**config.mk**
```make
export PLATFORM = sky130hd
export DESIGN_NAME = hazard_stall_ctrl
export DESIGN_NICKNAME = d
export VERILOG_FILES = /design/src/rtl/hazard_stall_ctrl.sv
export SDC_FILE = /design/constraint.sdc
export NUM_CORES = 1
export LEC_CHECK = 0
export ABC_AREA = 1
export BUFFER_PORTS_ARGS = -buffer_cell sky130_fd_sc_hd__buf_4
export CAP_MARGIN = 20
export CORE_MARGIN = 5
export CORE_UTILIZATION = 59
export CTS_BUF_LIST = sky130_fd_sc_hd__clkbuf_8 sky130_fd_sc_hd__clkbuf_16
export DETAILED_ROUTE_END_ITERATION = 8
export GPL_TIMING_DRIVEN = 1
export PLACE_DENSITY = 0.86
export RECOVER_POWER = 100
export SKIP_LAST_GASP = 1
export SYNTH_ARGS = -nofsm -noshare
export SYNTH_HDL_FRONTEND = slang
export SYNTH_SLANG_ARGS = --single-unit
export TNS_END_PERCENT = 30
```
**constraint.sdc**
```tcl
create_clock -name clk -period 3.49 [get_ports clk]
set_input_delay 0.1745 -clock clk [delete_from_list [all_inputs] [get_ports clk]]
set_output_delay 0.1745 -clock clk [all_outputs]
set_load 0.01 [all_outputs]
```
**src/rtl/hazard_stall_ctrl.sv**
```systemverilog
// Pipeline hazard/stall controller: load-use stalls of configurable length, MUL/DIV freeze
// with a forced-release timeout, EX redirect flushes and a saturating stall-cycle counter.
module hazard_stall_ctrl #(
    parameter int REG_AW   = 5,
    parameter int LOAD_LAT = 1,
    parameter int MDU_LAT  = 4,
    parameter int CNT_W    = 32
) (
    input  logic              clk,
    input  logic              rst_n,
    input  logic              idex_memread,
    input  logic [REG_AW-1:0] idex_rd,
    input  logic [REG_AW-1:0] ifid_rs1,
    input  logic [REG_AW-1:0] ifid_rs2,
    input  logic              ifid_rs1_used,
    input  logic              ifid_rs2_used,
    input  logic              ex_mdu_start,
    input  logic              mdu_done,
    input  logic              ex_redirect,
    output logic              pc_write,
    output logic              ifid_write,
    output logic              ifid_flush,
    output logic              idex_write,
    output logic              idex_flush,
    output logic              exmem_bubble,
    output logic              mdu_timeout,
    output logic [CNT_W-1:0]  stall_cnt
);

    localparam int LCW = (LOAD_LAT > 1) ? $clog2(LOAD_LAT) : 1;
    localparam int MCW = $clog2(MDU_LAT);

    typedef enum logic [1:0] {IDLE, LOAD_STALL, MDU_BUSY} state_t;

    state_t           state, state_nxt;
    logic [LCW-1:0]   lcnt, lcnt_nxt;
    logic [MCW-1:0]   mcnt, mcnt_nxt;
    logic             timeout_nxt;
    logic             lu_hit;

    function automatic logic [CNT_W-1:0] sat_inc(input logic [CNT_W-1:0] v);
        return (&v) ? v : v + CNT_W'(1);
    endfunction

    assign lu_hit = idex_memread && (idex_rd != '0) &&
                    ((ifid_rs1_used && (idex_rd == ifid_rs1)) ||
                     (ifid_rs2_used && (idex_rd == ifid_rs2)));

    always_ff @(posedge clk or negedge rst_n) begin
        if (!rst_n) begin
            state       <= IDLE;
            lcnt        <= '0;
            mcnt        <= '0;
            mdu_timeout <= 1'b0;
            stall_cnt   <= '0;
        end else begin
            state       <= state_nxt;
            lcnt        <= lcnt_nxt;
            mcnt        <= mcnt_nxt;
            mdu_timeout <= timeout_nxt;
            if (!pc_write)
                stall_cnt <= sat_inc(stall_cnt);
        end
    end

    always_comb begin
        state_nxt    = state;
        lcnt_nxt     = lcnt;
        mcnt_nxt     = mcnt;
        timeout_nxt  = 1'b0;
        pc_write     = 1'b1;
        ifid_write   = 1'b1;
        ifid_flush   = 1'b0;
        idex_write   = 1'b1;
        idex_flush   = 1'b0;
        exmem_bubble = 1'b0;

        case (state)
            IDLE: begin
                if (ex_redirect) begin
                    ifid_flush = 1'b1;
                    idex_flush = 1'b1;
                end else if (ex_mdu_start && !mdu_done) begin
                    pc_write     = 1'b0;
                    ifid_write   = 1'b0;
                    idex_write   = 1'b0;
                    exmem_bubble = 1'b1;
                    state_nxt    = MDU_BUSY;
                    mcnt_nxt     = MCW'(1);
                end else if (ex_mdu_start) begin
                    // MDU finished in its first cycle: nothing to hold
                    state_nxt = IDLE;
                end else if (lu_hit) begin
                    pc_write   = 1'b0;
                    ifid_write = 1'b0;
                    idex_flush = 1'b1;
                    if (LOAD_LAT > 1) begin
                        state_nxt = LOAD_STALL;
                        lcnt_nxt  = LCW'(LOAD_LAT - 1);
                    end
                end
            end

            LOAD_STALL: begin
                if (ex_redirect) begin
                    ifid_flush = 1'b1;
                    idex_flush = 1'b1;
                    state_nxt  = IDLE;
                    lcnt_nxt   = '0;
                end else begin
                    pc_write   = 1'b0;
                    ifid_write = 1'b0;
                    idex_flush = 1'b1;
                    lcnt_nxt   = lcnt - LCW'(1);
                    if (lcnt == LCW'(1))
                        state_nxt = IDLE;
                end
            end

            MDU_BUSY: begin
                if (mdu_done) begin
                    state_nxt = IDLE;
                    mcnt_nxt  = '0;
                end else begin
                    pc_write     = 1'b0;
                    ifid_write   = 1'b0;
                    idex_write   = 1'b0;
                    exmem_bubble = 1'b1;
                    // Last allowed hold cycle; the timeout pulse appears with the release
                    if (mcnt == MCW'(MDU_LAT - 1)) begin
                        state_nxt   = IDLE;
                        mcnt_nxt    = '0;
                        timeout_nxt = 1'b1;
                    end else begin
                        mcnt_nxt = mcnt + MCW'(1);
                    end
                end
            end

            default: state_nxt = IDLE;
        endcase

        if (!rst_n) begin
            pc_write     = 1'b1;
            ifid_write   = 1'b1;
            ifid_flush   = 1'b0;
            idex_write   = 1'b1;
            idex_flush   = 1'b0;
            exmem_bubble = 1'b0;
        end
    end

endmodule

```
* Word level (Yosys, flattened, before mapping)
Cells that the tools add are included.
W data, S select, Z words.
** Cells by class
- Bitwise operators :: 2
- Eq/ne operators :: 10
- Add/subtract/negate cells :: 3
- Reductions and logical operators :: 15
- Mux-type cells :: 42
** Operators with widths (count)
- $add A32 B1 Y32 const B :: 1
- $reduce_and A32 Y1 :: 1
- $mux W1 :: 25
- $mux W2 :: 11
- $eq A5 B5 Y1 :: 2
- $ne A3 B3 Y1 const B :: 3
- $pmux W1 S2 :: 3
- $pmux W2 S3 :: 1
- $logic_and A1 B1 Y1 :: 5
- $reduce_bool A5 Y1 :: 1
- $eq A2 B2 Y1 const B :: 2
- $ne A2 B2 Y1 const B :: 2
- $pmux W2 S2 :: 1
- $reduce_and A4 Y1 :: 1
- $pmux W1 S3 :: 1
- $reduce_and A3 Y1 :: 1
- $add A2 B1 Y2 const B :: 1
- $eq A2 B1 Y1 const B :: 1
- $logic_not A2 Y1 :: 1
- $not A1 Y1 :: 2
- $reduce_and A2 Y1 :: 1
- $reduce_bool A2 Y1 :: 1
- $reduce_or A2 Y1 :: 1
- $logic_not A1 Y1 :: 1
- 2 further kinds :: 2
** Storage, ports and cells
- Flip-flop bits (word level) :: 38
- Output and inout port bits :: 39
- Bits of input ports :: 23

* Longest topological paths before layout
- Word-level depth :: 12
- Gate-level depth with buffers :: 12
- Gate-level depth less buffers :: 11

* Worst setup path after synthesis
Ideal clock, no wire load.
- Path kind :: register to register
- Start :: reg stall_cnt[0]
- End :: reg stall_cnt[2]
- Cell stages (with the launch flop) :: 11
- Setup slack :: 1.707 ns
- Setup time :: 0.067 ns
- Path buffers :: 1
- Arrival :: 1.716 ns
- Path through :: dfrtp_1 ha_1 nand3_2 nor2_4 nand3_2 nor2_2 nand4_2 nand3_2 buf_6 nand2_1 nand2_1
** On the way
- Longest elaborated chain between the ends :: 3
- Elaborated cells between the ends (all ways) :: 4
** Ends and longest elaborated chain
- start: declaration :: RTL line 27 : output logic [CNT_W-1:0] stall_cnt
- start signal: assignment :: RTL line 62 : stall_cnt <= sat_inc(stall_cnt);
- branches (longest 3 deep; another with $add A32 B1 Y32)
Several ways; the timed one is not identified.
A chain may end at the register's enable or synchronous reset.

* Worst setup path in the final report
- Start :: in rst_n
- End :: out exmem_bubble
** On the way
- Longest elaborated chain between the ends :: 1
** Ends and longest elaborated chain
- start: declaration :: RTL line 10 : input logic rst_n,
- $mux W1 :: RTL line 143 : if (!rst_n) begin
- end: declaration :: RTL line 25 : output logic exmem_bubble,
No other way between the ends.

==> impl_metrics.tcl <==
set metrics [dict create \
    period_needed_ns 2.73 \
    crit_slowest_cell "clkbuf_2" \
    drc 0 \
    diodes 0 \
    ir_worst_vdd_mv 0.372 \
    end_kind "output pin" \
    clk_transition_reported_paths_ns 0.07 \
    postSynthAreaPerCell_um2 6.29 \
    synthAdderAreaFrac 0.00928 \
    dp_hpwl_um 5430 \
    rsz0062_at_grt "no" \
    clock_skew_ns 0.00641 \
    critical_path.startpoint "rst_n" \
    antenna_found_initial 0 \
    syn_area_mm2 0.00270 \
    cp_cell_sequence "dlygate4sd3_1 -> buf_4 -> o21ai_0 -> a21oi_2 -> clkbuf_2 -> o21ai_0 -> inv_1 -> clkbuf_1" \
    max_freq_mhz 366 \
    drtPass1Iterations 5 \
    synth_compound_area_frac 0.0181 \
    period_share 0.783 \
    clkLatencyLatePin_ns 0.28 \
    via_count 2903 \
    final_max_slew_viol_count 0 \
    gr-total-overflow 0 \
    synth_cell_types 25 \
    synthTopCellsByArea "dfrtp_1 (33%), nand2_1 (28%), nor2_1 (9.2%)" \
    whs_ns 0.177 \
    vias_per_cell 5.37 \
    worst_path_largest_cell_delay_ns 0.56 \
    core_mm2 0.00438 \
    cp_max_fo 38 \
    io_pins 62 \
    cts_root_buf "clkbuf_8" \
    yosysWarnings 0 \
    cts.sinks 36 \
    synth-edff-count 0 \
    die_h_um 77.6 \
    postSynthCellCount 429 \
    die_x_um 77.6 \
    dp.cells 532 \
    place_congestion 0.945 \
    worst_slew_pin_slew_ns 1.17 \
    rows 24 \
    routedWlPerCell_um 13.2 \
    power.static_leakage_nw 1.59 \
    r2r_start "stall_cnt[0]" \
    post-cts-setup-buffers 0 \
    dieArea_mm2 0.00602 \
    max-slew-margin-rel 0.220 \
    ys_seq_area_frac 0.334 \
    ys_seq_elements 36 \
    setup_slack_ns 0.757 \
    clockBufferDepth 2 \
    routed_wl_um 7140 \
    startpoint_type "primary input" \
    setup_violations 0 \
    grt_start_max_net_pins 39 \
    drtIter0Drc 232 \
    final_cell_count_no_fill 541 \
    synth_top_family_by_area "simple AND/OR/NAND/NOR gates" \
    cap_violations 0 \
    start_util 0.615 \
    synth_mux_area_frac 0 \
    final_nets 513 \
    synthesis.nets 454 \
    synth-xor-area-share 0.0487 \
    cts_tree "yes" \
    critical_path_arrival_ns 2.56 \
    power.density_mw_per_mm2 370 \
    synth-async-reset-ratio 1.00 \
    min_path_type "primary input to register" \
    postLayoutCoreUtil 0.710 \
    grt_pass1_wl_um 12500 \
    drive_gt1_frac 0.0879 \
    htree_levels 2 \
    hold_viol 0 \
    critPathKind "primary input to output pin" \
    first_global_vias 2694 \
    antenna_left 0 \
    synth_ff_type "dfrtp_1" \
    tns_ns 0 \
    synth_top_area_cell "dfrtp_1" \
    syn_to_final_growth_pct 15.5 \
    io_buffers 61 \
    cpMostUsedCell "o21ai_0" \
    status "finished, final reports clean" \
    dp_slack_ns 1.32 \
    hp-start "mdu_done" \
    synth-simple-area-share 0.516 \
    cts_buffers 5 \
    synth_top_area_share 0.334 \
    required_ns 3.32 \
    grt_util_all_layers 0.244 \
]
-- registers in the layout, indices dropped and copies added (netlist names) --
name,count
stall_cnt,32
mcnt,2
state,1
mdu_timeout,1
-- worst max-delay path: cells and delay by family --
family	cells	cell delay (ns)
buffers and inverters	5	1.75
AOI/OAI and AO/OA	3	0.62
-- layout make-up --
class / count / area (um^2)
well taps: 52 / 65.1
fillers: 427 / 1270
flip-flops and latches: 36 / 901
repair buffers: 65 / 345
inverters: 32 / 120
clock buffers: 6 / 82.6
clock inverters: 2 / 7.51
multi-input cells: 348 / 1590
-- power by group --
group | switching, mW | internal [mW]
registers | 0.0522 | 0.457
clock network | 0.143 | 0.155
logic | 0.237 | 0.109
total | 0.432 | 0.721
-- what timing repair did --
action                                  4_1_cts  5_1_grt
resized for setup                             0        0
endpoints found under the setup margin        0        0
hold buffers                                  1        0
endpoints found under the hold margin        36        0
-- per-stage QoR --
stage               cell area [um^2]  power, mW
finish                          3110       1.15
floorplan                       2700      0.759
detailed placement              3160      0.896
global placement                3160      0.881
CTS                             3260       1.20
global route                    3110       1.24
-- cells in the final DEF, fill, tap and decap left out --
cell           Yosys  final
a21oi_1            4      4
a21oi_2            1      1
a32o_1             1      1
buf_4              1     25
clkbuf_1           5     38
clkbuf_2           0      1
clkbuf_8           0      6
dfrtp_1           36     36
dlygate4sd3_1      0      1
ha_1               2      2
inv_1             28     30
inv_2              4      4
nand2_1          198    198
nand3_1            5      6
nand3_2            3      2
nand3b_1          13     13
nand4_1           33     33
nand4_2            1      1
nor2_1            66     66
nor2_2             2      2
nor2_4             1      1
nor3_1             1      1
o21ai_0            2      2
xnor2_1            4      4
xor2_1            11     11
-- synthesized netlist by cell type (4+ instances only) --
cell,instances
nand2_1,198
nor2_1,66
dfrtp_1,36
nand4_1,33
inv_1,28
nand3b_1,13
xor2_1,11
clkbuf_1,5
nand3_1,5
a21oi_1,4
inv_2,4
xnor2_1,4
-- per-layer routing --
layer  track usage  share of wire  routed length (um)
met5             0              0                   0
met1         0.336           0.45                3180
met4        0.0670          0.013                  96
met3        0.0394          0.072                 514
met2         0.396           0.47                3340
-- logic make-up (layout without fill, tap and decap cells) --
group / count (synthesis) / in the layout
simple gates: 323 / 323
buf+inv: 45 / 105
flops: 36 / 36
xor+xnor: 15 / 15
compound gates: 8 / 8
fa+ha+maj: 2 / 2
-- worst paths after layout --
check,slack [ns],cells after the start,to
worst min register to register,0.51,1,mcnt[1]
min in group asynchronous,0.39,2,stall_cnt[2]
max in group asynchronous,2.77,2,stall_cnt[15]
worst max register to register,0.91,9,stall_cnt[19]
worst min-delay path,0.18,4,mdu_timeout
worst max-delay path,0.76,8,exmem_bubble
(Power assumes the default switching activity.)
